[src/rtl/conv_pkg.sv]
// Shared types and constants for the 3x3 convolution engine.
// Holds datapath widths, the frame FSM state type, coefficient
// addressing and the output clamp helper.
package conv_pkg;

  localparam int PIX_W    = 8;
  localparam int COEF_W   = 8;
  localparam int PROD_W   = 17;
  localparam int ROW_W    = 19;
  localparam int ACC_W    = 21;
  localparam int SHIFT_W  = 4;
  localparam int NUM_TAPS = 9;
  localparam int CNT_W    = 12;

  localparam logic [3:0] ADDR_K00   = 4'd0;
  localparam logic [3:0] ADDR_K11   = 4'd4;
  localparam logic [3:0] ADDR_K22   = 4'd8;
  localparam logic [3:0] ADDR_SHIFT = 4'd9;

  // Identity kernel: only the centre tap (k11) is 1.
  localparam logic [NUM_TAPS*COEF_W-1:0] TAPS_IDENTITY =
    {{4{8'h00}}, 8'h01, {4{8'h00}}};

  typedef enum logic [1:0] {
    ST_IDLE,
    ST_RUN,
    ST_DRAIN,
    ST_DONE
  } state_e;

  // Saturate a signed accumulator into the 0..255 pixel range.
  function automatic logic [PIX_W-1:0] clamp_pixel(input logic signed [ACC_W-1:0] v);
    if (v[ACC_W-1])
      return '0;
    else if (|v[ACC_W-2:PIX_W])
      return '1;
    else
      return v[PIX_W-1:0];
  endfunction

endpackage

[src/rtl/conv_mac_pipe.sv]
// Three-stage multiply / row-sum / total pipeline with shift and clamp.
// Optional build macro CONV3X3_ABS_EN: negative totals are replaced by
// their magnitude before shift and clamp (edge-detect magnitude).
module conv_mac_pipe
  import conv_pkg::*;
(
  input  logic                         clk,
  input  logic                         rst_n,
  input  logic                         in_valid,
  input  logic [NUM_TAPS*PIX_W-1:0]    pixels,
  input  logic [NUM_TAPS*COEF_W-1:0]   taps,
  input  logic [SHIFT_W-1:0]           shift,
  output logic [PIX_W-1:0]             pixel_out,
  output logic                         out_valid,
  output logic                         active
);

  logic signed [PROD_W-1:0] prod_d [NUM_TAPS];
  logic signed [PROD_W-1:0] prod_q [NUM_TAPS];
  logic signed [ROW_W-1:0]  row_d  [3];
  logic signed [ROW_W-1:0]  row_q  [3];
  logic signed [ACC_W-1:0]  total;
  logic signed [ACC_W-1:0]  magnitude;
  logic signed [ACC_W-1:0]  shifted;
  logic [PIX_W-1:0]         pixel_d, pixel_q;
  logic                     s1_valid_q, s2_valid_q, out_valid_q;

  // Stage 1: unsigned pixel (zero-extended) times signed tap for all nine taps.
  always_comb begin
    for (int i = 0; i < NUM_TAPS; i++) begin
      prod_d[i] = PROD_W'($signed({1'b0, pixels[i*PIX_W +: PIX_W]}))
                * PROD_W'($signed(taps[i*COEF_W +: COEF_W]));
    end
  end

  // Stage 2: one sum per kernel row.
  always_comb begin
    for (int r = 0; r < 3; r++) begin
      row_d[r] = ROW_W'(prod_q[3*r]) + ROW_W'(prod_q[3*r+1]) + ROW_W'(prod_q[3*r+2]);
    end
  end

  // Stage 3: total, optional magnitude, normalising shift and clamp; hold when idle.
  always_comb begin
    total = ACC_W'(row_q[0]) + ACC_W'(row_q[1]) + ACC_W'(row_q[2]);
`ifdef CONV3X3_ABS_EN
    magnitude = total[ACC_W-1] ? -total : total;
`else
    magnitude = total;
`endif
    shifted = magnitude >>> shift;
    pixel_d = s2_valid_q ? clamp_pixel(shifted) : pixel_q;
  end

  // Pipeline registers and the valid bits that travel alongside them.
  always_ff @(posedge clk or negedge rst_n) begin
    if (!rst_n) begin
      for (int i = 0; i < NUM_TAPS; i++) prod_q[i] <= '0;
      for (int r = 0; r < 3; r++) row_q[r] <= '0;
      pixel_q     <= '0;
      s1_valid_q  <= 1'b0;
      s2_valid_q  <= 1'b0;
      out_valid_q <= 1'b0;
    end else begin
      for (int i = 0; i < NUM_TAPS; i++) prod_q[i] <= prod_d[i];
      for (int r = 0; r < 3; r++) row_q[r] <= row_d[r];
      pixel_q     <= pixel_d;
      s1_valid_q  <= in_valid;
      s2_valid_q  <= s1_valid_q;
      out_valid_q <= s2_valid_q;
    end
  end

  assign pixel_out = pixel_q;
  assign out_valid = out_valid_q;
  assign active    = s1_valid_q | s2_valid_q;

endmodule

[src/rtl/conv3x3_engine.sv]
// 3x3 convolution engine: frame FSM, window read counter and kernel
// registers, feeding the conv_mac_pipe datapath. The optional
// CONV3X3_ABS_EN macro is consumed inside conv_mac_pipe.
module conv3x3_engine
  import conv_pkg::*;
#(
  parameter int IMG_W = 64,
  parameter int IMG_H = 64
) (
  input  logic                clk,
  input  logic                rst_n,
  input  logic                start,
  input  logic                coef_we,
  input  logic [3:0]          coef_addr,
  input  logic [COEF_W-1:0]   coef_data,
  input  logic [PIX_W-1:0]    pixelr1,
  input  logic [PIX_W-1:0]    pixelr2,
  input  logic [PIX_W-1:0]    pixelr3,
  input  logic [PIX_W-1:0]    pixelr4,
  input  logic [PIX_W-1:0]    pixelr5,
  input  logic [PIX_W-1:0]    pixelr6,
  input  logic [PIX_W-1:0]    pixelr7,
  input  logic [PIX_W-1:0]    pixelr8,
  input  logic [PIX_W-1:0]    pixelr9,
  output logic                rd,
  output logic [PIX_W-1:0]    pixelw,
  output logic                wr,
  output logic                busy,
  output logic                done
);

  localparam int               TOTAL    = IMG_W * IMG_H;
  localparam logic [CNT_W-1:0] LAST_WIN = CNT_W'(TOTAL - 1);

  state_e                       state_q;
  logic                         rd_q, busy_q, done_q, mem_valid_q;
  logic [CNT_W-1:0]             win_cnt_q;
  logic [NUM_TAPS*COEF_W-1:0]   taps_d, taps_q;
  logic [SHIFT_W-1:0]           shift_d, shift_q;
  logic                         pipe_active;

  // Kernel and shift updates are accepted only while idle.
  always_comb begin
    taps_d  = taps_q;
    shift_d = shift_q;
    if (coef_we && state_q == ST_IDLE) begin
      if (coef_addr == ADDR_SHIFT) begin
        shift_d = coef_data[SHIFT_W-1:0];
      end else begin
        for (int i = 0; i < NUM_TAPS; i++) begin
          if (coef_addr == 4'(i)) taps_d[i*COEF_W +: COEF_W] = coef_data;
        end
      end
    end
  end

  // Kernel registers come out of reset as the identity kernel.
  always_ff @(posedge clk or negedge rst_n) begin
    if (!rst_n) begin
      taps_q  <= TAPS_IDENTITY;
      shift_q <= '0;
    end else begin
      taps_q  <= taps_d;
      shift_q <= shift_d;
    end
  end

  // Frame sequencer: issue one read per cycle, then wait for the pipe to empty.
  always_ff @(posedge clk or negedge rst_n) begin
    if (!rst_n) begin
      state_q   <= ST_IDLE;
      rd_q      <= 1'b0;
      busy_q    <= 1'b0;
      done_q    <= 1'b0;
      win_cnt_q <= '0;
    end else begin
      done_q <= 1'b0;
      case (state_q)
        ST_IDLE: begin
          if (start) begin
            state_q   <= ST_RUN;
            rd_q      <= 1'b1;
            busy_q    <= 1'b1;
            win_cnt_q <= '0;
          end
        end
        ST_RUN: begin
          if (win_cnt_q == LAST_WIN) begin
            win_cnt_q <= '0;
            rd_q      <= 1'b0;
            state_q   <= ST_DRAIN;
          end else begin
            win_cnt_q <= win_cnt_q + CNT_W'(1);
          end
        end
        ST_DRAIN: begin
          if (!mem_valid_q && !pipe_active) begin
            state_q <= ST_DONE;
            busy_q  <= 1'b0;
            done_q  <= 1'b1;
          end
        end
        ST_DONE: state_q <= ST_IDLE;
        default: state_q <= ST_IDLE;
      endcase
    end
  end

  // Marks the cycle in which the memory presents the pixels for an issued read.
  always_ff @(posedge clk or negedge rst_n) begin
    if (!rst_n) mem_valid_q <= 1'b0;
    else        mem_valid_q <= rd_q;
  end

  conv_mac_pipe u_pipe (
    .clk       (clk),
    .rst_n     (rst_n),
    .in_valid  (mem_valid_q),
    .pixels    ({pixelr9, pixelr8, pixelr7, pixelr6, pixelr5,
                 pixelr4, pixelr3, pixelr2, pixelr1}),
    .taps      (taps_q),
    .shift     (shift_q),
    .pixel_out (pixelw),
    .out_valid (wr),
    .active    (pipe_active)
  );

  assign rd   = rd_q;
  assign busy = busy_q;
  assign done = done_q;

endmodule

[config.mk]
export PLATFORM = sky130hd
export DESIGN_NAME = conv3x3_engine
export DESIGN_NICKNAME = d
export VERILOG_FILES = /design/src/rtl/conv_pkg.sv /design/src/rtl/conv_mac_pipe.sv /design/src/rtl/conv3x3_engine.sv
export SDC_FILE = /design/constraint.sdc
export NUM_CORES = 2
export LEC_CHECK = 0
export CAP_MARGIN = 10
export CORE_MARGIN = 1
export CORE_UTILIZATION = 44
export CTS_CLUSTER_DIAMETER = 30
export DETAILED_ROUTE_END_ITERATION = 10
export SLEW_MARGIN = 5
export SYNTH_ARGS = -nofsm -noshare
export SYNTH_HDL_FRONTEND = slang
export SYNTH_SLANG_ARGS = --single-unit
[constraint.sdc]
create_clock -name clk -period 12.4 [get_ports clk]
set_input_delay 1.24 -clock clk [delete_from_list [all_inputs] [get_ports clk]]
set_output_delay 1.24 -clock clk [all_outputs]
set_load 0.02 [all_outputs]
==> run summary <==
Synth Area in Simple Gates: 0.144
Placer Congestion: 0.869
cell area after synthesis: 0.0344 mm²
critical setup path kind: in -> reg
number of synthesized flops with an enable pin: 0
Initial Util: 0.444
Adder-Cell Fraction of Synth Area: 0.405
Total GRT Usage: 0.207
number of routed nets with antenna violations: 0
Top Ports: 100
count of final setup violators: 0
Final Skew: 0.0273 ns
vias in the first global route: 25000
share of cells above drive strength 1: 0.0718
RR Endpoint: u_pipe.prod_q[150]
CTS resizes: 0
status: complete, no violations
Hold Crit Class: reg -> reg
die width: 282 µm
Worst Hold Slack: 0.368 ns
R2R depth: 18
routed vias/inst: 4.98
routed wire length: 77.5 mm
Tcrit/Tclk final: 0.459
Max Slew Vio Count: 0
P&R area growth vs syn: 15.5%
Die Ht: 282 µm
Syn Area/Cell: 9.66 µm²
library cells used by synthesis: 76
TritonRoute pass-1 iters: 5
Post-CTS Setup Inserts: 0
CTS root buf: clkbuf_16
initial antenna violation count: 7
FMAX: 176 MHz
hold wc startpoint: u_pipe.s1_valid_q
final-report hold violation count: 0
Async SR Flop Fraction: 1.00
CTS tree: done
wire length of the first global-routing pass: 130 mm
Hold EP: u_pipe.s2_valid_q
DIE AREA: 0.0794 mm²
reg-to-reg slack, setup: 7.40 ns
total clock buffers created by CTS: 91
CP required: 12.93 ns
pin count of the biggest net entering global routing: 70
dpl hpwl: 61.0 mm
drt first-iter violations: 1062
clock sinks: 315
Max Fanout on Critical Path: 8
Min Clock Period, post-route: 5.69 ns
ys flop type: dfrtp_1
Routed WL per cell: 16.0 µm
core area: 0.0775 mm²
Final #Nets: 4672
PortBufs: 99
worst hold stages: 0
Seq/Total Area, Yosys: 0.229
worst r2r src: taps_q[7]
Slew headroom: 0.273
Setup crit end kind: flip-flop
Hold-fix buffers, CTS: 0
largest family of logic cells by synthesized area: adder cells
clk_lat worst skew: 0.63 ns
clock-pin slew on the worst setup and hold paths: 0.04 ns
post-route DRC violation count: 0
Post-Syn Instances: 3565
# Max-Cap Violations: 0
xor/xnor share of the synthesized area: 0.0336
Fin Setup TNS: 0 ns
CTS H-tree lvls: 3
maximum clock path buffer count: 3
vias: 24100
Mapped Nets: 4522
CP Launch Type: primary input
unrepaired setup endpoints after global routing: false
Compound-Gate Fraction of Synth Area: 0.0709
fraction of synthesized area in multiplexers: 0.0335
Synth Warn #: 0
CP arrival: 6.22 ns
Yosys reg bits: 315
# rows: 102
actual slew at the worst max-slew pin: 1.08 ns
total grt overflow: 0
-- stage by stage --
stage,instances,setup slack [ns],instance area (µm²),utilization
floorplan,3565,7.24,34400,-
global placement,4662,6.23,36600,0.473
detailed placement,4662,6.15,36600,0.473
CTS,4829,6.79,39800,0.513
global route,4831,6.22,39800,0.513
finish,4832,6.71,39800,0.513
-- critical path, stage by stage --
cell             delay (ns)
clkdlybuf4s50_1        0.64
nand2_1                0.13
fa_1                   0.46
fa_1                   0.47
fa_1                   0.50
fa_1                   0.49
inv_1                  0.04
ha_1                   0.30
nor2b_1                0.14
o21ai_0                0.26
a21boi_0               0.18
o21ai_0                0.27
a21boi_0               0.16
o21ai_0                0.23
a21boi_0               0.15
o21ai_0                0.23
nor2b_1                0.20
xnor2_1                0.13
-- final cells by class --
| cell class | instances | area (µm²) |
|---|---|---|
| timing repair buffer | 115 | 1120 |
| clock inverter | 53 | 691 |
| multi-input combinational | 2476 | 23600 |
| clock buffer | 114 | 2440 |
| inverter | 716 | 2690 |
| tap | 1040 | 1300 |
| antenna | 3 | 7.51 |
| fill | 7233 | 37700 |
| sequential | 315 | 7880 |
-- synth_stat cells (all sizes together) (6+ instances only) --
library cell,count,area [µm²]
inv,713,2680
ha,462,5780
fa,407,8150
nand2,345,1290
dfrtp,314,7860
and2,269,1680
nor2,155,582
o21ai,121,606
xnor2,105,920
a21oi,88,440
mux2,77,867
nand2b,58,363
clkbuf,48,180
nor3,40,200
nor2b,30,195
a21boi,29,218
a21o,29,219
xor2,27,236
nand3,26,130
a31oi,17,106
mux2i,17,170
or3,17,106
and3,12,75.1
a211oi,10,80.1
buf,10,51.3
o211ai,10,75.1
nand4,9,56.3
nor4,9,56.3
o21a,8,67.6
o22ai,7,43.8
o311ai,7,61.3
o21bai,6,45.0
o31ai,6,45.0
o41ai,6,90.1
or2,6,37.5
-- metal layers --
| metal | up-vias | track usage | wire length (µm) |
|---|---|---|---|
| met5 | - | 0 | 37 |
| met4 | 6 | 0.0537 | 1480 |
| met3 | 108 | 0.0340 | 3000 |
| met2 | 362 | 0.336 | 36100 |
| met1 | 12000 | 0.287 | 36900 |
| li1 | 11600 | - | - |
-- placed cells by master (no fill, tap or decap), types with 10 or more instances in the layout --
master           count
a31oi_1             17
nand3_1             26
clkinv_2            13
a21boi_0            29
o211ai_1            10
dfrtp_1            314
ha_1               462
xor2_1              27
a21oi_1             88
mux2i_1             17
clkinvlp_4          16
nand2_1            345
nor3_1              40
clkbuf_1            16
nor2_1             155
o21ai_0            119
xnor2_1            105
clkdlybuf4s50_1     98
and2_1             269
and3_1              12
inv_1              713
nand2b_1            58
nor2b_1             29
or3_1               17
bufinv_16           11
clkbuf_16           92
buf_4               16
a21o_1              28
mux2_2              77
fa_1               407
-- kinds of logic (layout without fill, tap and decap cells) --
| logic type | after synthesis | after routing |
|---|---|---|
| XOR/XNOR | 132 | 132 |
| multiplexers | 99 | 99 |
| other | 0 | 3 |
| AND/OR/NAND/NOR | 996 | 996 |
| flip-flops | 315 | 315 |
| buffers and inverters | 774 | 998 |
| adder cells (fa/ha/maj) | 869 | 869 |
| AO/OA/AOI/OAI | 380 | 380 |
-- worst max path at each step --
stage                    start                  to  depth (start not counted)
CTS                 pixelr3[7]  u_pipe.prod_q[116]                         19
global placement    pixelr3[7]  u_pipe.prod_q[116]                         19
floorplan           pixelr2[7]  u_pipe.prod_q[134]                         18
detailed placement  pixelr3[7]  u_pipe.prod_q[118]                         19
finish              pixelr1[3]  u_pipe.prod_q[150]                         18
global route        pixelr1[7]  u_pipe.prod_q[152]                         19
-- flip-flops by register name (all words and copies together) (netlist names), 2 cells and up --
name              flops
u_pipe.prod_q       153
taps_q               72
u_pipe.row_q         57
win_cnt_q            12
u_pipe.pixel_out      8
shift_q               4
state_q               2
Power is left out: the tool's default activity adds up to more than one toggle a clock period on the data nets, which glitch-free logic cannot reach.
